$ cat config.mk
export PLATFORM = sky130hd
export DESIGN_NAME = kbd_xt_scheduler_flat
export DESIGN_NICKNAME = d
export VERILOG_FILES = /design/src/rtl/kbd_xt_scheduler_if.sv /design/src/rtl/kbd_xt_scheduler.sv /design/src/flat_wrapper.sv
export SDC_FILE = /design/constraint.sdc
export NUM_CORES = 1
export LEC_CHECK = 0
export ABC_AREA = 1
export CAP_MARGIN = 15
export CORE_MARGIN = 5
export CORE_UTILIZATION = 30
export DETAILED_ROUTE_END_ITERATION = 6
export PLACE_DENSITY_LB_ADDON = 0.05
export REMOVE_ABC_BUFFERS = 1
export SLEW_MARGIN = 20
export SYNTH_ARGS = -nofsm -noshare
export SYNTH_HDL_FRONTEND = slang
export SYNTH_SLANG_ARGS = --single-unit
$ cat constraint.sdc
create_clock -name clock -period 2.5 [get_ports clock]
set_clock_uncertainty 0.05 [all_clocks]
set_input_delay 0.375 -clock clock [delete_from_list [all_inputs] [get_ports clock]]
set_output_delay 0.375 -clock clock [all_outputs]
set_load 0.05 [all_outputs]
$ cat src/rtl/kbd_xt_scheduler_if.sv
// Host-side scancode handshake and emulator-side load/ack signals for kbd_xt_scheduler.
interface kbd_xt_scheduler_if;
  logic [7:0] host_code;
  logic       host_valid;
  logic       host_ready;
  logic [7:0] emu_code;
  logic       emu_load;
  logic       emu_irq;
  logic       emu_clear;
  logic       emu_reset_kbd;

  // Environment side: host controller plus set-2-to-set-1 emulator.
  modport master (
    output host_code, host_valid, emu_irq,
    input  host_ready, emu_code, emu_load, emu_clear, emu_reset_kbd
  );

  // Scheduler side.
  modport slave (
    input  host_code, host_valid, emu_irq,
    output host_ready, emu_code, emu_load, emu_clear, emu_reset_kbd
  );
endinterface

$ cat src/rtl/kbd_xt_scheduler.sv
// XT keyboard scheduler: queues host set-2 scancodes, feeds them one at a time to the
// set-2-to-set-1 emulator, waits for the CPU acknowledge, and emulates keyboard reset/self-test.
module kbd_xt_scheduler #(
  parameter int unsigned DEPTH    = 16,
  parameter int unsigned RST_LOW  = 16'd4000,
  parameter int unsigned SELFTEST = 16'd8000
) (
  input  logic                     clock,
  input  logic                     reset_n,
  kbd_xt_scheduler_if.slave        bus,
  input  logic                     kbd_clk_en,
  input  logic                     kbd_clear,
  output logic [$clog2(DEPTH):0]   fifo_level,
  output logic                     overflow
);
  localparam int unsigned AW = $clog2(DEPTH);

  typedef enum logic [2:0] {StIdle, StPrefix, StWaitAck, StRstHold, StRstDelay} state_e;

  state_e        state;
  logic [7:0]    mem [DEPTH];
  logic [AW-1:0] wr_ptr;
  logic [AW-1:0] rd_ptr;
  logic [AW:0]   level;
  logic [15:0]   rst_cnt;
  logic [15:0]   dly_cnt;
  logic          clear_q;

  logic       full;
  logic       empty;
  logic       rst_hit;
  logic       clear_rise;
  logic       wr_attempt;
  logic       push;
  logic       pop;
  logic [7:0] wr_byte;
  logic [7:0] head;

  assign full       = (level == (AW+1)'(DEPTH));
  assign empty      = (level == '0);
  // Fires exactly once, on the RST_LOW-th consecutive low sample; counter then saturates.
  assign rst_hit    = !kbd_clk_en && (rst_cnt == 16'(RST_LOW - 1));
  assign clear_rise = kbd_clear && !clear_q;
  // Writes during RST_HOLD vanish without touching overflow.
  assign wr_attempt = bus.host_valid && (state != StRstHold);
  assign push       = wr_attempt && !full && (bus.host_code != 8'h00) && !rst_hit;
  assign wr_byte    = (bus.host_code == 8'hF0) ? 8'hFF : bus.host_code;
  assign head       = mem[rd_ptr];
  assign pop        = !rst_hit && !empty &&
                      (((state == StIdle) && !bus.emu_irq && !kbd_clear && kbd_clk_en) ||
                       (state == StPrefix));

  assign bus.host_ready = !full && (state != StRstHold);
  assign fifo_level     = level;

  // Scancode storage; contents need no reset since occupancy is tracked by level.
  always_ff @(posedge clock) begin
    if (push) mem[wr_ptr] <= wr_byte;
  end

  // FIFO pointers, occupancy and sticky overflow; a keyboard reset flushes everything.
  always_ff @(posedge clock or negedge reset_n) begin
    if (!reset_n) begin
      wr_ptr   <= '0;
      rd_ptr   <= '0;
      level    <= '0;
      overflow <= 1'b0;
    end else if (rst_hit) begin
      wr_ptr   <= '0;
      rd_ptr   <= '0;
      level    <= '0;
      overflow <= 1'b0;
    end else begin
      if (push) wr_ptr <= wr_ptr + AW'(1);
      if (pop)  rd_ptr <= rd_ptr + AW'(1);
      if (push && !pop)      level <= level + (AW+1)'(1);
      else if (!push && pop) level <= level - (AW+1)'(1);
      if (wr_attempt && full) overflow <= 1'b1;
    end
  end

  // Consecutive-low counter on kbd_clk_en plus registered kbd_clear for edge detection.
  always_ff @(posedge clock or negedge reset_n) begin
    if (!reset_n) begin
      rst_cnt <= '0;
      clear_q <= 1'b0;
    end else begin
      clear_q <= kbd_clear;
      if (kbd_clk_en)                    rst_cnt <= '0;
      else if (rst_cnt != 16'(RST_LOW))  rst_cnt <= rst_cnt + 16'd1;
    end
  end

  // Scheduler FSM with registered emulator outputs.
  always_ff @(posedge clock or negedge reset_n) begin
    if (!reset_n) begin
      state             <= StIdle;
      dly_cnt           <= '0;
      bus.emu_code      <= 8'h00;
      bus.emu_load      <= 1'b0;
      bus.emu_clear     <= 1'b0;
      bus.emu_reset_kbd <= 1'b0;
    end else begin
      bus.emu_load      <= 1'b0;
      bus.emu_clear     <= 1'b0;
      bus.emu_reset_kbd <= 1'b0;
      if (rst_hit) begin
        state   <= StRstHold;
        dly_cnt <= '0;
      end else begin
        unique case (state)
          StIdle: begin
            if (pop) begin
              bus.emu_code <= head;
              bus.emu_load <= 1'b1;
              state        <= (head == 8'hFF) ? StPrefix : StWaitAck;
            end
          end
          StPrefix: begin
            if (pop) begin
              bus.emu_code <= head;
              bus.emu_load <= 1'b1;
              state        <= StWaitAck;
            end
          end
          StWaitAck: begin
            if (clear_rise && bus.emu_irq) begin
              bus.emu_clear <= 1'b1;
              state         <= StIdle;
            end
          end
          StRstHold: begin
            // Release cycle counts as the first self-test cycle.
            if (kbd_clk_en) begin
              state   <= StRstDelay;
              dly_cnt <= 16'd1;
            end
          end
          StRstDelay: begin
            if (!kbd_clk_en) begin
              state   <= StIdle;
              dly_cnt <= '0;
            end else if (dly_cnt >= 16'(SELFTEST - 1)) begin
              bus.emu_reset_kbd <= 1'b1;
              state             <= StWaitAck;
              dly_cnt           <= '0;
            end else begin
              dly_cnt <= dly_cnt + 16'd1;
            end
          end
          default: state <= StIdle;
        endcase
      end
    end
  end
endmodule
$ cat src/flat_wrapper.sv
// flat-port wrapper written by rule: the top's interface ports become plain ports
module kbd_xt_scheduler_flat 
#(
  parameter int unsigned DEPTH    = 16,
  parameter int unsigned RST_LOW  = 16'd4000,
  parameter int unsigned SELFTEST = 16'd8000
)
  (clock, reset_n, kbd_clk_en, kbd_clear, fifo_level, overflow, bus_host_code, bus_host_valid, bus_emu_irq, bus_host_ready, bus_emu_code, bus_emu_load, bus_emu_clear, bus_emu_reset_kbd);
  kbd_xt_scheduler_if bus_i ();
  input  logic clock;
  input  logic reset_n;
  input  logic kbd_clk_en;
  input  logic kbd_clear;
  output logic [$clog2(DEPTH):0] fifo_level;
  output logic overflow;
  input wire logic [$bits(bus_i.host_code)-1:0] bus_host_code;
  input wire logic [$bits(bus_i.host_valid)-1:0] bus_host_valid;
  input wire logic [$bits(bus_i.emu_irq)-1:0] bus_emu_irq;
  output wire logic [$bits(bus_i.host_ready)-1:0] bus_host_ready;
  output wire logic [$bits(bus_i.emu_code)-1:0] bus_emu_code;
  output wire logic [$bits(bus_i.emu_load)-1:0] bus_emu_load;
  output wire logic [$bits(bus_i.emu_clear)-1:0] bus_emu_clear;
  output wire logic [$bits(bus_i.emu_reset_kbd)-1:0] bus_emu_reset_kbd;
  assign bus_i.host_code = bus_host_code;
  assign bus_i.host_valid = bus_host_valid;
  assign bus_i.emu_irq = bus_emu_irq;
  assign bus_host_ready = bus_i.host_ready;
  assign bus_emu_code = bus_i.emu_code;
  assign bus_emu_load = bus_i.emu_load;
  assign bus_emu_clear = bus_i.emu_clear;
  assign bus_emu_reset_kbd = bus_i.emu_reset_kbd;
  kbd_xt_scheduler #(.DEPTH(DEPTH), .RST_LOW(RST_LOW), .SELFTEST(SELFTEST)) u_core (.clock(clock), .reset_n(reset_n), .bus(bus_i), .kbd_clk_en(kbd_clk_en), .kbd_clear(kbd_clear), .fifo_level(fifo_level), .overflow(overflow));
endmodule
==> summary.txt <==
Floorplan
  • Initial core utilization: 30.3%
  • Die width: 180 um
  • I/O pin count: 32
  • Die height: 180 um
  • DIE AREA: 32500 sq um
  • Core ar.: 28700 sq um
  • # rows: 62

Yosys
  • Post-synth EDFFs: 128
  • Area of the mapped netlist: 8710 sq um
  • Count of state elements after synthesis: 189
  • Count of cell types in the netlist: 46
  • Synth async-reset ratio: 32.3%
  • Seq/Total Area, Yosys: 61.7%
  • Syn Inst Count: 883
  • Synth warn: 0
  • Most used DFF post-synth: edfxtp_1
  • Mapped Avg Cell Area: 9.86 sq um

Placement
  • Placed Cells: 1345
  • Final Wtd Congestion: 0.787
  • Port Buffers: 31
  • Hpwl dp: 15700 um
  • DP Area: 9970 sq um
  • Post-Place Worst Slack: -847 ps

STA
  • Fmax: 412 MHz
  • Slew @ Worst Pin: 665 ps
  • Hold slack: 348 ps
  • Final period demand of the worst path: 2430 ps
  • RSZ-0062 raised after global routing: yes
  • Slew headroom: 55.4%
  • Worst setup margin: 73.7 ps
  • Fin crit share: 97.1%
  • Final Hold Viols: 0
  • Final setup vio count: 0
  • Final Max Tran Viols: 0

Cells and area
  • Final instance area: 10800 sq um
  • Area delta synth->final: 23.7%
  • Share of cells above drive strength 1: 18.8%
  • Ant. Diodes: 0
  • Layout net count: 1012
  • Post-Layout Cell Count: 1381

Clock tree
  • Number of CTS-inserted buffers: 17
  • Bufs on Longest Clock Path: 2
  • CTS H-tree lvls: 4
  • CTS sink count: 189
  • Root Buffer: clkbuf_16
  • CTS tree: done
  • Worst-Skew Late Latency: 440 ps
  • Worst-path clk slew: 80 ps

Critical path
  • Worst setup EP type: flop
  • Crit start category: flop
  • Worst Path Arrival: 2700 ps
  • Highest fanout seen on the critical path: 3
  • WP data required: 2780 ps
  • CP Class: reg -> reg

Global route
  • Number of global-route vias before repair: 6082
  • First-pass GRT wire length: 36400 um
  • Initial antenna violation count: 0
  • Grt ovf: 0
  • Pin count of the biggest net entering global routing: 52
  • GRT Resource Usage Total: 14.5%

Routing
  • Total Wirelength: 23100 um
  • Total number of vias: 6168
  • DRC violations left: 0
  • DR vias/cell: 4.47
  • 1st-iter DRT viols: 380
  • Wire per inst: 16.7 um
  • DRT Pass-1 Iters: 4
  • Final ANT Viol Nets: 0

Power
  • Post-layout power: 12.0 mW
  • Pwr per Cell Area: 1120 nW/um^2
  • P_leak: 4.34 nW
  • Maximum VDD drop: 687 uV

Hold path
  • HP Class: in -> reg

Flow run
  • Max_cap viols: 0

Run status
  • Status: completed
[power breakdown]
part	total, mW	switching [mW]	internal (mW)
Sequential	3.98	0.192	3.78
Clock	2.71	1.37	1.34
Combinational	5.33	3.44	1.89
Total	12.0	5.00	7.02
[critical path, stage by stage (launching register included)]
cell	delay (ps)
dfrtp_1	360
ha_2	190
nand2_2	60
inv_2	60
nand3_2	60
nor3_2	130
nand2_2	100
buf_6	140
nand2_4	60
ha_4	150
inv_4	50
buf_6	120
fa_2	370
a31oi_4	190
xor2_1	150
a21oi_1	70
[layer usage]
layer	GRT usage, %	up-vias	share of wire (%)
met1	20.7	2899	48
met2	23.4	88	47
met5	0	-	0
met3	2.48	11	3.7
met4	2.84	0	0.59
li1	-	3170	-
[final timing paths]
path	startpoint	end	slack, ps	depth (start not counted)
hold reg to reg	u_core.rst_cnt[15]	u_core.rst_cnt[15]	420	1
hold / removal	kbd_clear	u_core.clear_q	350	1
max in group asynchronous	reset_n	u_core.bus.emu_code[2]	1300	3
setup reg to reg	u_core.rst_cnt[1]	u_core.fifo_level[4]	70	15
min in group asynchronous	reset_n	u_core.rst_cnt[2]	450	2
setup / recovery	u_core.rst_cnt[1]	u_core.fifo_level[4]	70	15
[stage by stage]
stage | util (%) | TNS [ps]
6_report | 37.5 | 0
5_1_grt | 37.5 | -103
4_1_cts | 37.1 | -2980
3_5_place_dp | 34.8 | -54520
3_3_place_gp | 34.8 | -53760
2_1_floorplan | - | -5830
[Yosys cell counts (all sizes together), types with 2 or more instances]
cell type	n	area [sq um]
inv	81	307
o211ai	3	22.5
o21ai	40	204
nor3	26	140
xor2	2	17.5
nor3b	2	15.0
nor4	8	56.3
dfrtp	61	1530
a21oi	38	228
buf	26	210
xnor2	2	17.5
a21o	2	15.0
nand2	229	905
edfxtp	128	3840
nor2	122	475
ha	13	163
clkbuf	5	18.8
clkinv	2	12.5
a31oi	14	87.6
nand3	63	320
nand4	7	43.8
or2	2	12.5
[layout make-up]
| type | instances | area (sq um) |
|---|---|---|
| clock buffer | 17 | 425 |
| clock inverter | 15 | 146 |
| fill | 2896 | 17900 |
| inverter | 83 | 322 |
| multi-input combinational | 580 | 2970 |
| sequential | 189 | 5370 |
| tap | 384 | 480 |
| timing repair buffer | 113 | 1060 |
[registers in the layout, indices dropped and copies added (netlist names)]
register and cells:
u_core.mem 128, u_core.fifo_level 5, u_core.bus.emu_code 8, u_core.wr_ptr 4, u_core.dly_cnt 16, u_core.overflow 1, u_core.rst_cnt 16, u_core.bus.emu_load 1
u_core.clear_q 1, u_core.state 3, u_core.bus.emu_clear 1, u_core.bus.emu_reset_kbd 1, u_core.rd_ptr 4
[cell families (layout without fill, tap and decap cells)]
| group | after synthesis | after routing | synth area share [%] |
|---|---|---|---|
| AO/OA/AOI/OAI | 102 | 102 | 6.84 |
| XOR/XNOR | 4 | 4 | 0.402 |
| adder cells (fa/ha/maj) | 14 | 14 | 2.10 |
| buffers and inverters | 114 | 228 | 6.29 |
| flip-flops | 189 | 189 | 61.7 |
| AND/OR/NAND/NOR | 460 | 460 | 22.7 |
[cells in the final DEF, fill, tap and decap left out, types with 4 or more instances in the layout]
cell             count
a21oi_2             10
a31oi_1             12
edfxtp_1           128
nor4_1               6
buf_12              10
buf_4               69
clkinv_4             5
inv_8                8
nor3_2               4
o21ai_0             25
a21oi_1             28
clkbuf_16           17
inv_2                7
nor2_1             112
o21ai_1             14
dfrtp_1             60
inv_1               72
ha_4                 5
nand2_2             21
ha_1                 7
nand3_1             60
clkdlybuf4s50_1     28
nand4_1              7
nand2_1            207
nor2_2               7
nor3_1              22
[timing repair]
item | 4_1_cts | 5_1_grt
hold endpoints to repair | 25 | 0
buffers inserted | 2 | 1
cloned | 0 | 0
pin swaps | 3 | 9
hold buffers | 1 | 0
endpoints found under the setup margin | 45 | 44
resized for setup | 15 | 24
No activity file was read; power rests on OpenSTA's default activity.
